$ cat config.mk
export PLATFORM = sky130hd
export DESIGN_NAME = pk_mm_sequencer
export DESIGN_NICKNAME = d
export VERILOG_FILES = /design/src/rtl/pk_mm_pkg.sv /design/src/rtl/pk_mm_delay_line.sv /design/src/rtl/pk_mm_sequencer.sv
export SDC_FILE = /design/constraint.sdc
export NUM_CORES = 1
export LEC_CHECK = 0
export ABC_AREA = 1
export CAP_MARGIN = 20
export CORE_UTILIZATION = 50
export CTS_CLUSTER_SIZE = 28
export DETAILED_ROUTE_END_ITERATION = 10
export PLACE_DENSITY = 0.73
export SYNTH_ARGS = -nofsm -noshare
export SYNTH_HDL_FRONTEND = slang
export SYNTH_HIERARCHICAL = 1
export SYNTH_SLANG_ARGS = --single-unit
$ cat constraint.sdc
create_clock -name clk_in -period 2 [get_ports clk_in]
set_input_delay 0.4 -clock clk_in [delete_from_list [all_inputs] [get_ports clk_in]]
set_output_delay 0.4 -clock clk_in [all_outputs]
set_load 0.01 [all_outputs]
$ cat src/rtl/pk_mm_pkg.sv
`default_nettype none
// ============================================================================
//  Module   : pk_mm_pkg
//  Purpose  : Shared types and width helpers for the public/private
//             multiply-stage sequencer.
//  Revision : 1.0  initial release
// ============================================================================
package pk_mm_pkg;

    // Sequencer control states
    typedef enum logic [1:0] {
        IDLE  = 2'd0,
        ISSUE = 2'd1,
        DRAIN = 2'd2,
        DONE  = 2'd3
    } state_t;

    // Each BRAM word packs two polynomial coefficients
    localparam int COEF_PER_WORD = 2;

    // Word-address width; never narrower than one bit
    function automatic int addr_width(input int n_words);
        return (n_words > 1) ? $clog2(n_words) : 1;
    endfunction

    // Outstanding-product counter must hold every pair of a full run
    function automatic int cnt_width(input int n_words);
        return $clog2(n_words * n_words + 1);
    endfunction

endpackage
`default_nettype wire

$ cat src/rtl/pk_mm_delay_line.sv
`default_nettype none
// ============================================================================
//  Module   : pk_mm_delay_line
//  Purpose  : Fixed-depth shift register that carries an issued beat
//             (valid in the MSB) until the BRAM data it belongs to arrives.
//  Revision : 1.0  initial release
// ============================================================================
module pk_mm_delay_line #(
    parameter int WIDTH = 31,
    parameter int DEPTH = 3
) (
    input  logic             clk_in,
    input  logic             rst_in,
    input  logic [WIDTH-1:0] i_data,
    output logic [WIDTH-1:0] o_data,
    output logic             o_busy
);

    logic [WIDTH-1:0] r_pipe [DEPTH];

    // Shift every cycle; back-pressure never holds beats already in flight
    always_ff @(posedge clk_in) begin
        if (rst_in) begin
            for (int k = 0; k < DEPTH; k++) begin
                r_pipe[k] <= '0;
            end
        end else begin
            r_pipe[0] <= i_data;
            for (int k = 1; k < DEPTH; k++) begin
                r_pipe[k] <= r_pipe[k-1];
            end
        end
    end

    // Busy while any stage still holds a valid beat
    always_comb begin
        o_busy = 1'b0;
        for (int k = 0; k < DEPTH; k++) begin
            o_busy = o_busy | r_pipe[k][WIDTH-1];
        end
    end

    assign o_data = r_pipe[DEPTH-1];

endmodule
`default_nettype wire

$ cat src/rtl/pk_mm_sequencer.sv
`default_nettype none
// ============================================================================
//  Module   : pk_mm_sequencer
//  Purpose  : Walks every (A word, s word) pair, issues BRAM addresses,
//             realigns valid/index/tag to the BRAM latency and counts
//             in-flight products until the run has fully drained.
//  Revision : 1.0  initial release
// ============================================================================
module pk_mm_sequencer
    import pk_mm_pkg::*;
#(
    parameter int N_WORDS  = 50,
    parameter int BRAM_LAT = 2,
    parameter int IDX_W    = 10
) (
    input  logic                           clk_in,
    input  logic                           rst_in,
    input  logic                           start_in,
    input  logic                           stall_in,
    output logic [addr_width(N_WORDS)-1:0] a_addr_out,
    output logic [addr_width(N_WORDS)-1:0] s_addr_out,
    output logic                           mm_A_valid_out,
    output logic                           mm_s_valid_out,
    output logic [IDX_W-1:0]               mm_A_idx_out,
    output logic [IDX_W-1:0]               mm_s_idx_out,
    output logic [IDX_W-1:0]               mm_h_out,
    input  logic                           mm_B_valid_in,
    output logic                           busy_out,
    output logic                           done_out,
    output logic                           err_out
);

    localparam int c_ADDR_W = addr_width(N_WORDS);
    localparam int c_CNT_W  = cnt_width(N_WORDS);
    localparam int c_BEAT_W = 1 + 3 * IDX_W;
    // One extra stage covers the address register ahead of the BRAM
    localparam int c_DEPTH  = BRAM_LAT + 1;
    localparam logic [c_ADDR_W-1:0] c_LAST_WORD = c_ADDR_W'(N_WORDS - 1);

    state_t               r_state;
    logic [c_ADDR_W-1:0]  r_i;
    logic [c_ADDR_W-1:0]  r_j;
    logic [c_CNT_W-1:0]   r_outstanding;

    logic                 w_issue;
    logic                 w_last_pair;
    logic                 w_ret_ok;
    logic                 w_spurious;
    logic [c_CNT_W-1:0]   w_cnt_next;
    logic                 w_pipe_busy;
    logic                 w_drained;
    logic [IDX_W-1:0]     w_a_idx;
    logic [IDX_W-1:0]     w_s_idx;
    logic [IDX_W-1:0]     w_tag;
    logic [c_BEAT_W-1:0]  w_beat_in;
    logic [c_BEAT_W-1:0]  w_beat_out;

    assign w_issue     = (r_state == ISSUE) && !stall_in;
    assign w_last_pair = (r_i == c_LAST_WORD) && (r_j == c_LAST_WORD);
    assign w_ret_ok    = mm_B_valid_in && (r_outstanding != '0);
    assign w_spurious  = mm_B_valid_in && (r_outstanding == '0);

    assign w_a_idx   = IDX_W'(int'(r_i) * COEF_PER_WORD);
    assign w_s_idx   = IDX_W'(int'(r_j) * COEF_PER_WORD);
    assign w_tag     = {w_last_pair, (IDX_W-1)'(r_j)};
    assign w_beat_in = {w_issue, w_a_idx, w_s_idx, w_tag};

    // Next outstanding count; a simultaneous issue and return cancel out
    always_comb begin
        w_cnt_next = r_outstanding;
        if (w_issue && !w_ret_ok) begin
            w_cnt_next = r_outstanding + c_CNT_W'(1);
        end else if (!w_issue && w_ret_ok) begin
            w_cnt_next = r_outstanding - c_CNT_W'(1);
        end
    end

    // Look at the post-update count so done follows the final return by one cycle
    assign w_drained = !w_pipe_busy && (w_cnt_next == '0);

    // Control FSM with address, counter and status registers
    always_ff @(posedge clk_in) begin
        if (rst_in) begin
            r_state       <= IDLE;
            r_i           <= '0;
            r_j           <= '0;
            r_outstanding <= '0;
            a_addr_out    <= '0;
            s_addr_out    <= '0;
            busy_out      <= 1'b0;
            done_out      <= 1'b0;
            err_out       <= 1'b0;
        end else begin
            r_outstanding <= w_cnt_next;
            done_out      <= 1'b0;
            if (w_spurious) begin
                err_out <= 1'b1;
            end
            case (r_state)
                IDLE: begin
                    if (start_in) begin
                        r_state  <= ISSUE;
                        r_i      <= '0;
                        r_j      <= '0;
                        busy_out <= 1'b1;
                        err_out  <= 1'b0;
                    end
                end
                ISSUE: begin
                    if (!stall_in) begin
                        a_addr_out <= r_i;
                        s_addr_out <= r_j;
                        if (w_last_pair) begin
                            r_state <= DRAIN;
                        end else if (r_i == c_LAST_WORD) begin
                            r_i <= '0;
                            r_j <= r_j + c_ADDR_W'(1);
                        end else begin
                            r_i <= r_i + c_ADDR_W'(1);
                        end
                    end
                end
                DRAIN: begin
                    if (w_drained) begin
                        r_state  <= DONE;
                        done_out <= 1'b1;
                        busy_out <= 1'b0;
                    end
                end
                DONE: begin
                    r_state <= IDLE;
                end
                default: begin
                    r_state <= IDLE;
                end
            endcase
        end
    end

    pk_mm_delay_line #(
        .WIDTH (c_BEAT_W),
        .DEPTH (c_DEPTH)
    ) u_delay (
        .clk_in (clk_in),
        .rst_in (rst_in),
        .i_data (w_beat_in),
        .o_data (w_beat_out),
        .o_busy (w_pipe_busy)
    );

    assign mm_A_valid_out = w_beat_out[c_BEAT_W-1];
    assign mm_s_valid_out = w_beat_out[c_BEAT_W-1];
    assign mm_A_idx_out   = w_beat_out[3*IDX_W-1:2*IDX_W];
    assign mm_s_idx_out   = w_beat_out[2*IDX_W-1:IDX_W];
    assign mm_h_out       = w_beat_out[IDX_W-1:0];

endmodule
`default_nettype wire

# Word level (Yosys, flattened, before mapping)

Memory sizes are Yosys's and may differ from the RTL's.
Cells that the tools add are included.

Flip-flop bits (word level): 41
RAM bits: 93
Bits of input ports: 5
Output and inout bits: 47
Logic and storage cells: 84
Memories: 1

$add $sub $neg: 4
Eq/ne operators: 11
Multiplexer cells: 29
Bitwise operators: 7
Reduce and logical (&&, ||, !) cells: 23

Memories:

| name           | depth | bits a word | read ports | clocked after memory_dff | write ports | RTL line               | text |
|---|---|---|---|---|---|---|---|
| u_delay.r_pipe | 3     | 31          | 3          | 0                        | 3           | pk_mm_delay_line.sv:19 | `logic [WIDTH-1:0] r_pipe [DEPTH];` |

Operators by type and width:

| cell                                                | count |
|---|---|
| 2-to-1 mux 31 bit                                   | 3 |
| 2-to-1 mux 6 bit                                    | 7 |
| zero test 12 bit                                    | 2 |
| 2-to-1 mux 12 bit                                   | 2 |
| one-hot mux 6 bit (2 select lines)                  | 2 |
| adder 12 x 1 -> 12 bit (second input constant)      | 1 |
| adder 6 x 1 -> 6 bit (second input constant)        | 2 |
| == test 6 bit (second input constant)               | 2 |
| nonzero test 12 bit                                 | 1 |
| subtractor 12 x 1 -> 12 bit (second input constant) | 1 |
| inequality test 2 bit (second input constant)       | 5 |
| 2-to-1 mux 1 bit                                    | 9 |
| 2-to-1 mux 2 bit                                    | 4 |
| one-hot mux 2 bit (4 select lines)                  | 1 |
| AND reduction 4 bit                                 | 2 |
| logical AND 1 bit                                   | 7 |
| OR 1 bit                                            | 5 |
| AND reduction 5 bit                                 | 1 |
| == test 2 bit (second input constant)               | 2 |
| zero test 1 bit                                     | 4 |
| nonzero test 2 bit                                  | 2 |
| AND reduction 3 bit                                 | 1 |
| == test 2 x 1 -> 1 bit (second input constant)      | 1 |
| zero test 2 bit                                     | 1 |
| 5 further kinds                                     | 6 |

# Logic depth before layout (Yosys ltp)

Gate-level depths: netlist of run 1.

Word-level depth: 10
Mapped depth: 18
Depth with buffers taken out: 18

# Cells and area by module

Netlist of run 1, hierarchy kept.

Modules (own cells, without submodules):

| module           | times used | cells each | area each (um^2) | seq. area each (um^2) |
|---|---|---|---|---|
| pk_mm_delay_line | 1          | 322        | 2900.3           | 1861.8 |
| pk_mm_sequencer  | 1          | 351        | 2429.8           | 820.8 |

# Worst setup path before layout of run 1

OpenSTA, ideal clock, no wires.

Path type: reg2reg
From: register r_outstanding[0]
To: register r_state[1]
Setup time: 0.127 ns
Arrival: 1.893 ns
Required time: 1.873 ns
Setup slack: -0.020 ns
Stages on the path, launching flop included: 17
Path buffers: 1
Clock period less this slack: 2.020 ns
Cell sequence: dfxtp_1 inv_1 ha_1 nand2_2 nor2_4 nand2_4 nand2_4 nand2_4 buf_6 a21oi_1 nand3_1 nor2_1 nand3_2 nand2_2 nand2_1 nand2_1 a21oi_2

Longest elaborated chain between the ends: 9
Elaborated cells on any way between the ends: 13
Classes of those cells: add/sub: 2; eq/ne: 1; mux: 2; reduce/logical: 8

Ends and longest elaborated chain:

| element                                                                             | RTL line               | text |
|---|---|---|
| start, declared                                                                     | pk_mm_sequencer.sv:43  | `logic [c_CNT_W-1:0] r_outstanding;` |
| start signal, assigned                                                              | pk_mm_sequencer.sv:94  | `r_outstanding <= w_cnt_next;` |
| parallel branches: the longest is 4 deep, another holds subtractor 12 x 1 -> 12 bit | --                     |  |
| 2-to-1 mux 12 bit (*)                                                               | pk_mm_sequencer.sv:71  | `if (w_issue && !w_ret_ok) begin` |
| zero test 12 bit (*)                                                                | pk_mm_sequencer.sv:79  | `assign w_drained = !w_pipe_busy && (w_cnt_next == '0);` |
| logical AND 1 bit (*)                                                               | pk_mm_sequencer.sv:79  |  |
| inequality test 2 bit (no line) (*)                                                 | --                     |  |
| AND reduction 4 bit (no line) (*)                                                   | --                     |  |
| end signal, assigned                                                                | pk_mm_sequencer.sv:84  | `r_state <= IDLE;` |
| end signal, assigned                                                                | pk_mm_sequencer.sv:102 | `r_state <= ISSUE;` |
| end signal, assigned                                                                | pk_mm_sequencer.sv:114 | `r_state <= DRAIN;` |
| end, declared                                                                       | pk_mm_sequencer.sv:40  | `state_t r_state;` |

Every way passes the cells marked *.
A chain may end at the register's enable or synchronous reset.

# Final worst setup path of run 1

Ends and elaborated chain as after synthesis.

==> metrics, run 1 <==
status complete, but fails checks; failing checks negative setup slack; Synth top cells by count dfxtp_1 (134), inv_1 (133), nor2_1 (132); global-route wire length before repair between 15000 and 20000 µm; setup TNS -0.3827 ns; number of flops mapped to enable cells by yosys 0; largest cells by area after synthesis dfxtp_1 (50%), inv_1 (9.4%), nor2_1 (9.3%); aggregate global-route resource usage slightly above 20%; Internal Pwr Total about 6500 µW; Clock transition at path regs ~0.06 ns; First DRT Iteration DRCs 219; routability cong. 0.8637; sw power 3435 µW; Synth Flop Type dfxtp_1; total power density per cell area 1407 nW/µm²; row count 37; combinational power share between 30% and 40%; slowest stage delay, CP 0.36 ns; Synth top area share 50.33%; CP most frequent cell nand2_2; Bufs and invs on worst path 2; WL final approximately 11000 µm; Layout Skew 0.01167 ns; post-synth top area cell dfxtp_1; Clock power frac 28.7%; vias per inst 4.474; switching share of power 34.48%; core area 10320 µm²; vias in the first global route 3920; crit path DAT 2.53 ns; Nets 805; initial antenna violation count 0; Seq pwr share between 30% and 40%; # hold bufs at CTS 0; Max clock buf depth 2; Netlist cell types 37; Cell Chain, Critical Path inv_4, ha_4, nand2_4, nor2_4, nand2_4, nand2_8, buf_6, nand3_2, nand2_1, nand2_1, nand2_2, nand3_2, nor2_2, nand3_2, nand2_2, nand2_2, nand2_2, a21oi_2; WL/cell approximately 11 µm; Antenna diodes 0; Sink Count around 130; type of origin of the critical path register; antenna-violating nets left 0; die height roughly 110 µm; Synth async-reset ratio 0%; clock period minus worst slack 2.142 ns; H-tree depth 4; area delta synth->final 32.82%; Slowest-stage cell, CP dfxtp_4; CP endpoint kind register; Syn Inst Count 673; unrepaired setup endpoints after global routing yes; #FFs+latches synth 134; GRT overflow 0; layout cell share with drive strength beyond 1 23.04%; critical path class reg -> reg; post-synthesis sequential area ratio 50.33%; die area around 11000 µm²; via count 4201; Slew Limit Fails 0; Hold Crit Class in -> reg; Setup Viol. Count Final 4; Req. time, crit path 2.38 ns; 1st-pass router iterations 4; Worst Slack Setup Final -0.1417 ns; Peak VDD IR 0.8445 mV; final core occ 68.57%; leakage 0.003058 µW; Initial Utilization approximately half; most common cell in the netlist dfxtp_1; Final HPWL DP 7081 µm; Final Cycle Share 107.1%; IO Count 52; Root Buffer clkbuf_8; Yosys Warn Count 6; clock buffer count from CTS 17; largest net degree at the start of global routing 110; crit path max fanout 5; delay-heaviest family, CP simple AND/OR/NAND/NOR gates; final hold vios 0; maxcap violations 0; fmax 0.4669 GHz; Post-Syn Area per Cell 7.920 µm²; mapped cell area approximately 5300 µm²; DRC 0; die width 105.3 µm; clock latency on the worst-skew pair roughly 0.5 ns; IO buf count 51; TritonCTS clock tree yes
## kinds of logic after synthesis
| kind of cell | after synthesis | share of synthesized area [%] |
|---|---|---|
| adders and majority gates | 10 | 2.347 |
| buffers and inverters | 189 | 17.21 |
| other | 1 | 0.07035 |
| and+or+nand+nor | 273 | 22.79 |
| DFF | 134 | 50.33 |
| AOI/OAI and AO/OA | 59 | 6.103 |
| xor gates and xnor gates | 7 | 1.150 |
## through the flow
stage	setup WS [ns]	total power [µW]	hold WS (ns)	cells	cell area, µm²
after CTS	-0.09964	9796	0.3219	934	6942
after floorplan	0.008269	5089	0.3883	683	5368
after detailed placement	-0.5098	6548	0.3923	893	6215
after global routing	-0.2575	10590	0.3541	939	7079
after global placement	-0.4232	6516	0.3883	893	6215
final	-0.1417	9962	0.3483	939	7079
## state kept, by name (all words and copies together), names as in the netlist
signal,count
err_out,1
r_i,6
u_delay/r_pipe,93
r_outstanding,12
r_j,6
done_out,1
a_addr_out,6
s_addr_out,6
busy_out,1
r_state,2
## area by class of cell
| type | instances | area, µm² |
|---|---|---|
| Tap cell | 136 | 170.2 |
| Sequential cell | 134 | 2699 |
| Clock buffer | 19 | 431.7 |
| Clock inverter | 13 | 123.9 |
| Timing Repair Buffer | 138 | 1181 |
| Multi-Input combinational cell | 361 | 1946 |
| Fill cell | 823 | 3244 |
| Inverter | 138 | 528.0 |
## layout by cell type, fill, tap and decap left out, types with 3 or more instances in the layout
cell	n
nor2_2	8
clkbuf_16	16
clkdlybuf4s50_1	50
clkinvlp_4	5
a21oi_1	23
nor2_1	123
dfxtp_1	127
nand2_2	5
nor2_4	5
inv_2	4
nand3_1	18
xor2_1	6
nand2_1	73
nor3_2	3
a21oi_2	7
nand4_1	13
nor3_1	6
dfxtp_2	4
buf_4	85
nand3_2	6
dfxtp_4	3
inv_4	4
ha_1	7
o21ai_0	20
conb_1	11
inv_1	130
## power by group through the flow
stage	sequential (µW)	clock [µW]	combinational, µW
after floorplan	3220	0	1870
after global placement	3180	0	3330
after detailed placement	3190	0	3360
after CTS	3150	2940	3710
after global routing	3200	3090	4310
final	3160	2860	3940
## tightest hold or removal path, stage by stage
cell	delay (ns)
buf_4	0.12
inv_1	0.14
o21ai_0	0.11
nor2_1	0.04
## path summary, 6_finish.rpt
path / startpoint / to / slack, ns / depth (start not counted)
setup / recovery: r_outstanding[0] / r_state[1] / -0.14 / 18
hold / removal: rst_in / s_addr_out[4] / 0.35 / 4
setup reg to reg: r_outstanding[0] / r_state[1] / -0.14 / 18
hold reg to reg: u_delay/r_pipe[0][45] / u_delay/r_pipe[0][76] / 0.39 / 2
## metal layers
| metal | track usage [%] | share of wire, % | vias to the layer above |
|---|---|---|---|
| met5 | 0 | 0 | - |
| met4 | 6.740 | 0.83 | 0 |
| met3 | 6.555 | 5.7 | 9 |
| met2 | 31.77 | 47 | 106 |
| met1 | 26.77 | 46 | 1871 |
| li1 | - | - | 2215 |
## what timing repair did
item,in CTS,in global routing
setup buffers,8,5
cloned,1,0
endpoints found under the setup margin,6,11
pin swaps,15,11
resized for setup,31,28
Note: power is estimated with default switching activity, not from simulation.
==> inputs of run 2 (changes only) <==
Settings changed: CORE_UTILIZATION 50 to 49, PLACE_DENSITY 0.73 to 0.74, SYNTH_HIERARCHICAL 1 to unset.
==> run 2 against run 1 <==
The flow finishes with violations (design-rule violations, negative setup slack); fmax is 0.34% higher; largest power group unchanged; sequential power fell by 32%; core utilization is 2.1 points lower; highest routed layer unchanged; critical path type unchanged; synthesized cell count is 23% lower; clock-buffer cell count fell by 9.
==> metrics, run 2 <==
status complete, but fails checks; failing checks design-rule violations, negative setup slack; WL/cell between 10 and 15 µm; clock period minus worst slack 2.134 ns; Hold Slack 0.3930 ns; Cell Chain, Critical Path inv_2, ha_4, nand2_4, nor2_4, nand2_4, nand2_8, nand2_8, buf_4, nor2_1, a21oi_2, nand3_1, nor2_2, nand3_2, buf_4, nor3_1; final core occ 66.47%; Finished Cell Area between 5000 and 6000 µm²; Final HPWL DP 6009 µm; maxcap violations 0; commonest cells after routing, fill and taps aside dfxtp_1 (76), nand2_1 (72), nor2_1 (71), buf_4 (71), inv_1 (69); via count 3442; CP endpoint kind register; Final Cycle Share 106.7%; aggregate global-route resource usage 21.08%; placed cell areas between 4000 and 5000 µm²; global-route wire length before repair between 10000 and 15000 µm; Max clock buf depth 2; TritonCTS clock tree yes; most common cell in the netlist nor2_1; Slowest-stage cell, CP dfxtp_2; #FFs+latches synth 83; Netlist cell types 30; Nets 623; leakage 0.002193 µW; clock latency on the worst-skew pair 0.35 ns; IO buf count 40; WL final 8631 µm; hold depth 2; reg2reg path depth 15; DRC 1; post-synth top area cell dfxtp_1; Bufs and invs on worst path 3; die width roughly 91 µm; Regs by FF count u_delay.r_pipe: 42 flops, r_outstanding: 12 flops; area delta synth->final 31.61%; Peak VDD IR just over 0.9 mV; row count 32; Syn Inst Count roughly 520; die area 8284 µm²; Worst Slack Setup Final -0.1344 ns; Layout Skew 0.008700 ns; Setup Viol. Count Final 4; most common cell after layout, fill and taps aside dfxtp_1; number of flops mapped to enable cells by yosys 0; Clock transition at path regs 0.08 ns; setup TNS -0.4712 ns; # hold bufs at CTS 0; largest net degree at the start of global routing 37; Initial Utilization 50.50%; Synth Flop Type dfxtp_1; Root Buffer clkbuf_8; total power density per cell area about 1600 nW/µm²; Synth top cells by count nor2_1 (84), dfxtp_1 (83), nand2_1 (79); 1st-pass router iterations 10; Sink Count 83; slowest stage delay, CP roughly 0.36 ns; crit path DAT 2.40 ns; critical path class reg -> reg; largest cells by area after synthesis dfxtp_1 (43%), nor2_1 (8.1%), nand2_1 (7.6%); First DRT Iteration DRCs between 150 and 200; vias per inst 4.814; critical path depth 15; Req. time, crit path 2.27 ns; Yosys Warn Count 0; die height a little over 90 µm; clock buffer count from CTS 9; Post-Syn Area per Cell 7.495 µm²; initial antenna violation count 0; Hold Crit Class reg -> reg; Reg with most FFs u_delay.r_pipe; vias in the first global route 3070; fmax roughly 0.47 GHz; layout cell share with drive strength beyond 1 approximately a quarter; fill cell count 639; final hold vios 0; type of origin of the critical path register; post-synthesis sequential area ratio 42.80%; Synth top area share ~43%; H-tree depth 3; mapped cell area 3882 µm²; crit path max fanout 7; Synth async-reset ratio 0%; Slew Limit Fails 0; core area roughly 7700 µm²; delay-heaviest family, CP simple AND/OR/NAND/NOR gates; IO Count 52; antenna-violating nets left 0; routability cong. a little over 0.9; unrepaired setup endpoints after global routing yes; Antenna diodes 0; max reg flops 42; GRT overflow 0
## run 2: cell count changes after synthesis, moves of 4 or more
cell,delta
a21oi_1,+9
buf_6,-5
dfxtp_1,-51
inv_1,-56
inv_2,-5
nor2_1,-48
nor3_1,-4
## run 2: cells by family after synthesis
kind of cell / share of synthesized area, %
compound gates: 8.669
xor+xnor: 2.030
fa+ha+maj: 3.223
buf+inv: 16.63
flops: 42.80
other cells: 0.09659
simple gates: 26.55
## run 2: worst reg2reg max path, cell delays in order, from the launching register on
cell and delay, ns:
dfxtp_2 0.36, inv_2 0.06, ha_4 0.16, nand2_4 0.06, nor2_4 0.05, nand2_4 0.13, nand2_8 0.10, nand2_8 0.12
buf_4 0.12, nor2_1 0.05, a21oi_2 0.13, nand3_1 0.11, nor2_2 0.17, nand3_2 0.12, buf_4 0.15, nor3_1 0.16
## run 2: area by class of cell
cell class	instances	area, µm²	area share [%]
clock buffer	10	127.6	2.498
clock inverter	6	72.57	1.420
inverter	77	291.5	5.705
multi-input combinational	321	1834	35.90
sequential	83	1673	32.74
tap	102	127.6	2.498
timing repair buffer	116	983.4	19.25
## run 2: layer usage
layer / vias up / part of all wire, % / track usage (%)
met5: - / 0 / 0
met4: 0 / 1.4 / 4.497
met3: 14 / 4.2 / 4.858
met2: 81 / 49 / 36.30
met1: 1590 / 46 / 26.92
li1: 1757 / - / -
## run 2: through the flow
step | std cells | power, µW | setup slack (ns)
2_1_floorplan | 528 | 4712 | 0.0006570
3_3_place_gp | 687 | 6271 | -0.5002
3_5_place_dp | 687 | 6314 | -0.5322
4_1_cts | 709 | 7939 | -0.09214
5_1_grt | 715 | 9005 | -0.2522
6_report | 715 | 8352 | -0.1344
## run 2: path summary, 6_finish.rpt
check                                        endpoint  slack (ns)                  start
worst max register to register               done_out       -0.13       r_outstanding[0]
worst max-delay path                         done_out       -0.13       r_outstanding[0]
worst min register to register  u_delay.r_pipe[0][44]        0.39  u_delay.r_pipe[0][13]
worst min-delay path            u_delay.r_pipe[0][44]        0.39  u_delay.r_pipe[0][13]
## run 2: where the power goes
group / internal (µW) / switching (µW)
logic: 2320 / 2690
registers: 1920 / 225
clock network: 590 / 618
total: 4820 / 3530
## run 2: repair_timing
action	CTS	global route
setup endpoints to repair	13	12
resized for setup	27	43
endpoints found under the hold margin	0	0
gates cloned	2	0
buffers inserted	4	7
pin swaps	20	24
==> inputs of run 3 (changes only) <==
Settings changed: TNS_END_PERCENT set to 20.
==> run 3 against run 2 <==
Clock skew about the same; sequential cell count is the same; highest routed layer unchanged; non-clock buffer count is 2 lower; clock-buffer cell count is the same; via count fell by 0.87%; the flow still finishes with violations (design-rule violations, negative setup slack); total power shrank 0.45%; register-to-register slack about the same; largest cell class unchanged; global-route usage did not move; fmax hardly changed; first-iteration DRC count increased by 4.3%; die area stayed put.
==> metrics, run 3 (same netlist as run 2, synthesis figures left out) <==
CP endpoint kind register; Antenna diodes 0; area delta synth->final 31.23%; row count 32; die area 8284 µm²; Sink Count 83; delay-heaviest family, CP simple AND/OR/NAND/NOR gates; flop-to-flop setup slack -0.13 ns; DRC 1; antenna-violating nets left 0; maxcap violations 0; Slew Limit Fails 0; critical path class reg -> reg; Initial Utilization 50.50%; Max clock buf depth 2; clock buffer count from CTS 9; failing checks design-rule violations, negative setup slack; Layout Skew 0.009080 ns; leakage approximately 0.0022 µW; layout cell share with drive strength beyond 1 25.70%; slowest stage delay, CP 0.36 ns; clock period minus worst slack 2.133 ns; core area between 7000 and 8000 µm²; H-tree depth 3; total power density per cell area approximately 1600 nW/µm²; unrepaired setup endpoints after global routing yes; First DRT Iteration DRCs between 150 and 200; Reg2Reg Launch Point r_outstanding[0]; most common cell after layout, fill and taps aside dfxtp_1; commonest cells after routing, fill and taps aside dfxtp_1 (76), nand2_1 (73), nor2_1 (72); Setup Viol. Count Final 4; Bufs and invs on worst path 2; routability cong. 0.9255; Cell Chain, Critical Path inv_2, ha_4, nand2_4, nor2_4, nand2_4, nand2_8, nand2_8, buf_4, nor2_1, a21oi_2, nand3_1, nor2_2, nand3_2, nand2_4, nand2_4, nand2_2, a21oi_2; crit path max fanout 7; critical path depth 17; reg2reg path depth 17; # hold bufs at CTS 0; Final Cycle Share 106.6%; final core occ about two thirds; WL final 8519 µm; global-route wire length before repair 13930 µm; vias in the first global route 3070; IO Count 52; Regs by FF count u_delay.r_pipe: 42 flops, r_outstanding: 12 flops; WL/cell 11.95 µm; Clock transition at path regs approximately 0.090 ns; via count about 3.4k; Hold Slack 0.3931 ns; final hold vios 0; aggregate global-route resource usage 21.08%; status complete, but fails checks; Slowest-stage cell, CP dfxtp_2; Nets 621; Req. time, crit path 2.23 ns; IO buf count 40; CP most frequent cell nand2_4; clock latency on the worst-skew pair 0.35 ns; Hold Crit Class reg -> reg; die height 91.02 µm; fmax roughly 0.47 GHz; type of origin of the critical path register; largest net degree at the start of global routing 37; worst setup path end r_state[1]; vias per inst 4.785; Reg with most FFs u_delay.r_pipe; max reg flops 42; Peak VDD IR 0.9114 mV; crit path DAT 2.37 ns; die width 91.02 µm; TritonCTS clock tree yes; Worst R2R End r_state[1]; Worst Slack Setup Final -0.1329 ns; Root Buffer clkbuf_8; crit path from r_outstanding[0]; GRT overflow 0; Final HPWL DP 6009 µm; initial antenna violation count 0; 1st-pass router iterations 8
[run 3: area by class of cell]
cell class,instances,area (µm²)
clock buffers,10,127.6
clock inverters,6,72.57
fillers,639,2592
inverters,77,291.5
multi-input cells,321,1834
flip-flops and latches,83,1673
well taps,102,127.6
repair buffers,114,968.4
[run 3: where the power goes]
group          total, µW  switching [µW]  leakage (µW)  internal, µW
logic               4960            2670       0.00143          2290
registers           2140             227      0.000676          1920
clock network       1210             617     0.0000910           590
[run 3: worst min path at each step]
stage                           from                    end  slack, ns  cells after the start
2_1_floorplan   u_delay.r_pipe[0][9]  u_delay.r_pipe[0][40]       0.39                      2
3_3_place_gp   u_delay.r_pipe[0][13]  u_delay.r_pipe[0][44]       0.39                      2
5_1_grt        u_delay.r_pipe[0][13]  u_delay.r_pipe[0][44]       0.41                      2
3_5_place_dp   u_delay.r_pipe[0][23]  u_delay.r_pipe[0][54]       0.39                      2
4_1_cts        u_delay.r_pipe[0][13]  u_delay.r_pipe[0][44]       0.39                      2
6_report       u_delay.r_pipe[0][13]  u_delay.r_pipe[0][44]       0.39                      2
[run 3: what timing repair did]
item                                    in CTS  in global routing
cloned                                       2                  0
resized for setup                           27                 40
pin swaps                                   20                 20
buffers inserted                             4                  5
endpoints found under the setup margin      13                 12
[run 3: tightest hold or removal path: cells and delay by family (launching register included)]
| family | cells | cell delay, ns |
|---|---|---|
| buf+inv | 1 | 0.04 |
| flops | 1 | 0.30 |
| simple gates | 1 | 0.03 |
[run 3: stage by stage]
step | power [µW] | setup slack, ns | cell area, µm² | TNS (ns) | instances
after global routing | 8972 | -0.2522 | 5095 | -1.114 | 713
final | 8314 | -0.1329 | 5095 | -0.4623 | 713
after CTS | 7939 | -0.09214 | 4955 | -0.2064 | 709
after floorplan | 4712 | 0.0006570 | 3933 | 0 | 528
after detailed placement | 6314 | -0.5322 | 4607 | -3.982 | 687
after global placement | 6271 | -0.5002 | 4607 | -3.270 | 687
[run 3: routing by layer]
metal / share of wire, % / wire length, µm / global-route usage (%)
met1: 46 / 3933 / 26.92
met2: 48 / 4116 / 36.30
met3: 4.0 / 342 / 4.858
met4: 1.5 / 126 / 4.497
met5: 0 / 0 / 0
